[config.mk]
export PLATFORM = sky130hd
export DESIGN_NAME = hub75_rx
export DESIGN_NICKNAME = d
export VERILOG_FILES = /design/src/rtl/hub75_rx.sv
export SDC_FILE = /design/constraint.sdc
export NUM_CORES = 1
export LEC_CHECK = 0
export BUFFER_PORTS_ARGS = -buffer_cell sky130_fd_sc_hd__buf_2
export CAP_MARGIN = 10
export CELL_PAD_IN_SITES_DETAIL_PLACEMENT = 1
export CELL_PAD_IN_SITES_GLOBAL_PLACEMENT = 1
export CORE_MARGIN = 4
export CORE_UTILIZATION = 30
export CTS_CLUSTER_DIAMETER = 200
export DETAILED_ROUTE_END_ITERATION = 8
export PLACE_DENSITY_LB_ADDON = 0.1
export SLEW_MARGIN = 5
export SYNTH_ARGS = -nofsm -noshare
export SYNTH_HDL_FRONTEND = slang
export SYNTH_SLANG_ARGS = --single-unit
[constraint.sdc]
create_clock -name clk -period 3.6 [get_ports clk]
set_clock_uncertainty 0.2 [all_clocks]
set_input_delay 0.18 -clock clk [delete_from_list [all_inputs] [get_ports clk]]
set_output_delay 0.18 -clock clk [all_outputs]
set_load 0.01 [all_outputs]
[src/rtl/hub75_rx.sv]
// HUB75 receiver: oversamples the matrix pins in the clk domain, rebuilds each shifted line
// and replays it on latch as a valid/ready stream of pixel writes (upper half, then lower half).
module hub75_rx #(
    parameter int COLS  = 5,
    parameter int COL_W = 3
) (
    input  logic             clk,
    input  logic             rst,
    input  logic [1:0]       hub_r,
    input  logic [1:0]       hub_g,
    input  logic [1:0]       hub_b,
    input  logic [3:0]       hub_row,
    input  logic             hub_clk,
    input  logic             hub_lat,
    input  logic             hub_oe,
    output logic             pix_valid,
    input  logic             pix_ready,
    output logic             pix_half,
    output logic [3:0]       pix_row,
    output logic [COL_W-1:0] pix_col,
    output logic [2:0]       pix_rgb,
    output logic             disp_on,
    output logic             overrun,
    output logic             short_line,
    input  logic             flag_clr
);
    typedef logic [COL_W:0]   cnt_t;
    typedef logic [COL_W-1:0] col_t;
    typedef enum logic {IDLE, EMIT} state_t;

    localparam int   SW   = 6 * COLS;
    localparam cnt_t NCOL = cnt_t'(COLS);
    localparam cnt_t LAST = cnt_t'(2 * COLS - 1);

    // Packed pin bundle: [12]=oe [11]=lat [10]=clk [9:6]=row [5:0]={r1,g1,b1,r0,g0,b0}
    logic [12:0]   in_vec;
    logic [12:0]   s1_q, s1_d, s2_q, s2_d;
    logic [1:0]    prev_q, prev_d;
    logic          clk_ev_q, clk_ev_d, lat_ev_q, lat_ev_d;
    logic [5:0]    px_q, px_d;
    logic [3:0]    row_ev_q, row_ev_d;
    logic [SW-1:0] shreg_q, shreg_d, hold_q, hold_d;
    cnt_t          cnt_q, cnt_d, idx_q, idx_d;
    logic [3:0]    row_q, row_d;
    state_t        state_q, state_d;
    logic          overrun_q, overrun_d, short_q, short_d;
    cnt_t          idx_col;
    logic [5:0]    slot;

    assign in_vec = {hub_oe, hub_lat, hub_clk, hub_row,
                     hub_r[1], hub_g[1], hub_b[1], hub_r[0], hub_g[0], hub_b[0]};

    always_comb begin
        s1_d     = in_vec;
        s2_d     = s1_q;
        prev_d   = s2_q[11:10];
        // Edge events are registered together with the data they qualify
        clk_ev_d = s2_q[10] & ~prev_q[0];
        lat_ev_d = s2_q[11] & ~prev_q[1];
        px_d     = s2_q[5:0];
        row_ev_d = s2_q[9:6];

        shreg_d   = shreg_q;
        cnt_d     = cnt_q;
        hold_d    = hold_q;
        row_d     = row_q;
        state_d   = state_q;
        idx_d     = idx_q;
        overrun_d = overrun_q;
        short_d   = short_q;

        if (clk_ev_q) begin
            shreg_d = {shreg_q[SW-7:0], px_q};
            if (cnt_q != NCOL) cnt_d = cnt_q + 1'b1;
        end

        if (state_q == EMIT && pix_ready) begin
            if (idx_q == LAST) state_d = IDLE;
            else               idx_d   = idx_q + 1'b1;
        end

        // A shift in the same cycle as the latch has already been folded into shreg_d/cnt_d
        if (lat_ev_q) begin
            if (cnt_d < NCOL) short_d = 1'b1;
            cnt_d = '0;
            if (state_q == IDLE) begin
                hold_d  = shreg_d;
                row_d   = row_ev_q;
                idx_d   = '0;
                state_d = EMIT;
            end else begin
                overrun_d = 1'b1;
            end
        end

        if (flag_clr) begin
            overrun_d = 1'b0;
            short_d   = 1'b0;
        end
    end

    always_ff @(posedge clk) begin
        if (!rst) begin
            s1_q      <= '0;
            s2_q      <= '0;
            prev_q    <= '0;
            clk_ev_q  <= 1'b0;
            lat_ev_q  <= 1'b0;
            px_q      <= '0;
            row_ev_q  <= '0;
            shreg_q   <= '0;
            cnt_q     <= '0;
            hold_q    <= '0;
            row_q     <= '0;
            state_q   <= IDLE;
            idx_q     <= '0;
            overrun_q <= 1'b0;
            short_q   <= 1'b0;
        end else begin
            s1_q      <= s1_d;
            s2_q      <= s2_d;
            prev_q    <= prev_d;
            clk_ev_q  <= clk_ev_d;
            lat_ev_q  <= lat_ev_d;
            px_q      <= px_d;
            row_ev_q  <= row_ev_d;
            shreg_q   <= shreg_d;
            cnt_q     <= cnt_d;
            hold_q    <= hold_d;
            row_q     <= row_d;
            state_q   <= state_d;
            idx_q     <= idx_d;
            overrun_q <= overrun_d;
            short_q   <= short_d;
        end
    end

    // idx is left on the last beat after a burst so the payload holds while idle
    always_comb begin
        pix_half = (idx_q >= NCOL);
        idx_col  = pix_half ? (idx_q - NCOL) : idx_q;
        pix_col  = idx_col[COL_W-1:0];
        slot     = '0;
        for (int k = 0; k < COLS; k++) begin
            if (pix_col == col_t'(k)) slot = hold_q[6*k +: 6];
        end
        pix_rgb  = pix_half ? slot[5:3] : slot[2:0];
    end

    assign pix_valid  = (state_q == EMIT);
    assign pix_row    = row_q;
    assign disp_on    = s2_q[12];
    assign overrun    = overrun_q;
    assign short_line = short_q;

endmodule

==> results of run 1 <==
## final timing paths
check,to,cells past startpoint,from
max reg2reg,short_line,8,cnt_q[1]
min reg2reg,clk_ev_q,1,prev_q[0]
min,px_q[2],3,rst
max,pix_rgb[1],9,idx_q[1]
## layer usage
layer	track usage [%]	vias up
li1	-	1553
met1	16.05	1423
met2	18.41	48
met3	4.051	14
met4	5.293	0
met5	0	-
## through the flow
step                worst slack (ps)  instances  power (mW)  hold WS, ps  util, %
floorplan                       1033        423       1.406        107.3        -
global placement               689.3        609       1.442        169.7    33.35
detailed placement             551.7        609       1.443        170.8    33.35
CTS                            94.57        655       3.120        136.3    38.78
global route                   13.74        655       3.200        162.1    38.87
finish                         300.2        655       3.068        140.7    38.87
## power by group
group	total (mW)	internal, mW	switching, mW
clock network	1.64	1.08	0.559
registers	1.32	1.31	0.0165
logic	0.104	0.0506	0.0539
total	3.07	2.44	0.629
## registers in the layout, summed over array words and instances (netlist names), 4 cells and up
name      cells
idx_q         4
hold_q       30
row_ev_q      4
pix_row       4
cnt_q         4
s2_q         13
shreg_q      30
s1_q         13
px_q          6
## cells by family after synthesis
kind of cell	share of synthesized area, %
muxes	7.969
and+or+nand+nor	18.41
AOI/OAI and AO/OA	12.92
adders and majority gates	1.509
buffers and inverters	3.018
xor gates and xnor gates	0.6340
DFF	55.54
## Yosys cell counts (2+ instances only)
| cell type | instances | area share, % |
|---|---|---|
| a211oi_1 | 32 | 5.8 |
| or3_1 | 2 | 0.30 |
| o31a_1 | 2 | 0.42 |
| o21ai_0 | 5 | 0.60 |
| nor3_1 | 6 | 0.72 |
| a22oi_1 | 4 | 0.72 |
| inv_1 | 4 | 0.36 |
| a21o_1 | 2 | 0.36 |
| nor2b_1 | 7 | 1.1 |
| a222oi_1 | 3 | 0.72 |
| ha_1 | 5 | 1.5 |
| nor2_1 | 77 | 7.0 |
| a311o_1 | 2 | 0.48 |
| a21oi_1 | 15 | 1.8 |
| dfxtp_1 | 115 | 56 |
| nand3_1 | 4 | 0.48 |
| a22o_1 | 2 | 0.42 |
| nand2b_1 | 5 | 0.75 |
| clkbuf_1 | 16 | 1.4 |
| nand2_1 | 19 | 1.7 |
| buf_2 | 4 | 0.48 |
| o221ai_1 | 2 | 0.42 |
| and2_1 | 38 | 5.7 |
| xnor2_1 | 3 | 0.63 |
| buf_1 | 5 | 0.45 |
| mux2i_1 | 33 | 8.0 |
## worst max-delay path, stage by stage, from the launching register on
cell	delay [ps]
dfxtp_1	420
inv_1	120
ha_1	250
nand2b_1	180
a21o_1	320
a32o_2	370
a222oi_1	340
nor2_1	80
a311o_1	290
buf_2	150
## cell type report
cell class	count	area share [%]
clock inverters	9	2.546
inverters	4	0.2883
flip-flops and latches	115	44.22
well taps	176	4.228
multi-input cells	278	33.37
clock buffers	22	8.527
repair buffers	51	6.822
## timing repair
| action | 4_1_cts | 5_1_grt |
|---|---|---|
| setup endpoints to repair | 0 | 3 |
| hold buffers | 15 | 0 |
| hold endpoints to repair | 18 | 0 |
| gates resized for setup | 0 | 3 |
==> impl_metrics.yaml, run 1 <==
worst_setup_path:
  cp-start-kind: "register"
  worstPathArrival_ps: 2920
  reg2reg_slack_ps: 1310
  critPathCaptureType: "primary output"
  required_ps: 3220
  crit_type: "register to primary output"
  cp_max_fo: 9
clocking:
  cts_tree: "built"
  clk_latency_ps: 400
  htreeDepth: 4
  root_buffer: "clkbuf_16"
  numCtsBuffers: 17
  clock-sinks: 115
  cts.reportedPaths.clkPinSlew_ps: 50
  clk_path_buf_depth: 2
  postCtsSetupRepairBufs: 0
synthesis:
  synthArstFlopShare_pct: 0
  yosysSeqAreaShare_pct: 55.54
  synth.net_count: 445
  netlist_area_um2: 4145
  syn_area_per_cell_um2: 9.800
  synth-seq-cells: 115
  ys_types: 37
  synth_edf_count: 0
  yosysWarnings: 0
  synth_cells: 423
  synth_ff_type: "dfxtp_1"
finish:
  layout_commonest_cell: "dfxtp_1"
  n_antenna_cell: 0
  n_fill_cell: 1511
  final_cell_mix: "dfxtp_1, nor2_1, and2_1"
  area_growth_pct: 25.66
  drive_above_1_share_pct: 14.20
  final-seq-area_um2: 2303
  fin_area_um2: 5209
  nets: 489
  multi_input_area_um2: 1738
power_and_ir_drop:
  powerDensity_nw_per_um2: 589.0
  leakage_nw: 1.962
  ir_drop_mv: 0.2829
placement:
  place_congestion: 0.8277
  hpwlAfterDp_um: 6146
  placed_area_um2: 4469
  numPortBuffers: 31
detailed_routing:
  wl_met1_um: 4496
  drtIter0Drc: 140
  drc: 0
  viasPerCell: 4.638
  drt-total-wl_um: 9052
  topRoutingLayerUsed: "met4"
  num_vias: 3038
  wl_met3_um: 364
  dr.pass1.iters: 4
  ant_nets: 0
  wire_per_inst_um: 13.82
  wl_met2_um: 4021
worst_hold_path:
  hp-class: "primary input to register"
timing:
  tns_ps: 0
  post-route-period-util_pct: 91.66
  hold_viol_final: 0
  layout_min_cycle_time_ps: 3300
  setup_viol: 0
  slew_viol_final: 0
  max_freq_mhz: 303.1
  maxSlewHeadroom_pct: 56.72
  tightest_slew_ps: 643.4
  grt_setup_unrepaired: "false"
die:
  core_um2: 13400
  ios: 32
  rows: 42
  die_width_um: 125.5
  die_y_um: 125.5
  fp.dieArea_um2: 15760
  initial_core_util_pct: 30.93
global_routing:
  antenna_found_initial: 0
  grt_pass1_wl_um: 15420
  grt_pass1_vias: 3045
  grt_use_total_pct: 12.24
  grt_start_max_net_pins: 48
  overflow: 0
run_status:
  status: "finished, final reports clean"
job:
  cap_violations: 0
No activity file was read; power rests on OpenSTA's default activity.
==> inputs of run 2 (changes only) <==
--- a/config.mk
+++ b/config.mk
@@ -12,7 +12,9 @@
 export CORE_MARGIN = 4
 export CORE_UTILIZATION = 30
 export CTS_CLUSTER_DIAMETER = 200
+export CTS_CLUSTER_SIZE = 24
 export DETAILED_ROUTE_END_ITERATION = 8
+export MAX_ROUTING_LAYER = met4
 export PLACE_DENSITY_LB_ADDON = 0.1
 export SLEW_MARGIN = 5
 export SYNTH_ARGS = -nofsm -noshare
==> impl_metrics.yaml, run 2 (synthesized netlist as in run 1, its figures left out) <==
run_status:
  status: "finished, final reports clean"
finish:
  reg_top3: "hold_q (30), shreg_q (30)"
  n_antenna_cell: 0
  final_cell_mix: "dfxtp_1, nor2_1, and2_1"
  nets: 489
  fin_cells: 654
  area_growth_pct: 25.29
  layout_commonest_cell: "dfxtp_1"
  fin_area_um2: 5194
  drive_above_1_share_pct: 14.23
power_and_ir_drop:
  leakage_nw: 1.961
  p_sw_share_pct: 20.10
  p_comb_share_pct: 3.3
  p_int_mw: 2.451
  p_clk_share_pct: 53.6
  powerDensity_nw_per_um2: 590.8
  ir_drop_mv: 0.3057
  p_sw_mw: 0.6168
  pwr-share-seq_pct: 43.1
die:
  initial_core_util_pct: 30.93
  die_width_um: 125.5
  fp.dieArea_um2: 15760
  core_um2: 13400
  die_y_um: 125.5
  ios: 32
  rows: 42
placement:
  place_congestion: 0.8118
  placed_area_um2: 4457
  numPortBuffers: 31
  place_inst: 609
  hpwlAfterDp_um: 6018
timing:
  tns_ps: 0
  tightest_slew_ps: 647.0
  hold_viol_final: 0
  fin_hold_ws_ps: 126.5
  maxSlewHeadroom_pct: 56.87
  layout_min_cycle_time_ps: 3327
  max_freq_mhz: 300.6
  setup_viol: 0
  grt_setup_unrepaired: "false"
  post-route-period-util_pct: 92.41
  slew_viol_final: 0
detailed_routing:
  num_vias: 3005
  drt-total-wl_um: 8860
  viasPerCell: 4.595
  wire_per_inst_um: 13.55
  dr.pass1.iters: 4
  ant_nets: 0
  drtIter0Drc: 131
  drc: 0
global_routing:
  grt_pass1_vias: 3044
  grt_use_total_pct: 12.63
  grt_pass1_wl_um: 15370
  grt_start_max_net_pins: 66
  overflow: 0
  antenna_found_initial: 0
worst_hold_path:
  whs_path_depth: 4
  hold-path-endpoint: "pix_row[3]"
  min_from: "rst"
  hp-class: "primary input to register"
worst_setup_path:
  reg2reg_slack_ps: 1370
  ff2ff_path_depth: 8
  required_ps: 3220
  crit_type: "register to primary output"
  rr_endpoint: "short_line"
  r2r-start: "cnt_q[1]"
  cp_max_fo: 12
  crit_start: "idx_q[0]"
  critPathCaptureType: "primary output"
  cp-start-kind: "register"
  worstPathArrival_ps: 2950
clocking:
  numCtsBuffers: 17
  cts_tree: "built"
  cts.reportedPaths.clkPinSlew_ps: 50
  clk_path_buf_depth: 2
  clk_latency_ps: 400
  clock-sinks: 115
  htreeDepth: 4
  root_buffer: "clkbuf_16"
job:
  cap_violations: 0
==> run 2: power by group through the flow <==
stage | clock, mW | combinational (mW) | sequential (mW)
6_report | 1.64 | 0.103 | 1.32
2_1_floorplan | 0 | 0.0658 | 1.34
4_1_cts | 1.69 | 0.105 | 1.32
3_5_place_dp | 0 | 0.0928 | 1.35
3_3_place_gp | 0 | 0.0912 | 1.35
5_1_grt | 1.75 | 0.118 | 1.33
==> run 2: what timing repair did <==
action                                  4_1_cts  5_1_grt
endpoints found under the setup margin        0        2
hold buffers                                 15        0
setup buffers                                 0        0
gates resized for setup                       0        1
endpoints found under the hold margin        18        0
==> run 2: worst max-delay path by stage <==
| stage | to | depth (start not counted) |
|---|---|---|
| after floorplan | pix_rgb[1] | 10 |
| after global placement | pix_rgb[1] | 9 |
| after detailed placement | pix_rgb[1] | 9 |
| after CTS | pix_rgb[1] | 9 |
| after global routing | pix_rgb[1] | 9 |
| final | pix_rgb[1] | 9 |
==> run 2: layout make-up <==
class	count	area (um2)
fill	1517	8207
sequential	115	2303
multi-input combinational	278	1729
clock buffer	21	450.4
timing repair buffer	51	342.8
tap	176	220.2
clock inverter	9	132.6
inverter	4	15.01
==> run 2: metrics by stage <==
step	power [mW]	setup WS [ps]	util, %
after floorplan	1.406	1033	-
after global placement	1.440	670.7	33.26
final	3.068	273.3	38.76
after detailed placement	1.442	593.0	33.26
after global routing	3.193	37.91	38.76
after CTS	3.121	148.0	38.73
==> run 2: routing by layer <==
layer / up-vias / share of wire, % / wire length (um) / global-route usage [%]
met2: 56 / 45 / 4002 / 18.66
li1: 1552 / - / - / -
met1: 1390 / 50 / 4437 / 15.76
met3: 7 / 3.9 / 347 / 4.819
met5: - / 0 / 0 / -
met4: 0 / 0.81 / 72 / 4.592
==> run 2: worst max-delay path, stage by stage (launching register included) <==
cell and delay (ps):
dfxtp_1 560, inv_1 190, ha_1 290, nand2b_1 120
a21o_1 310, mux2i_2 440, a22oi_1 120, o211ai_1 200
a311o_1 190, buf_2 130
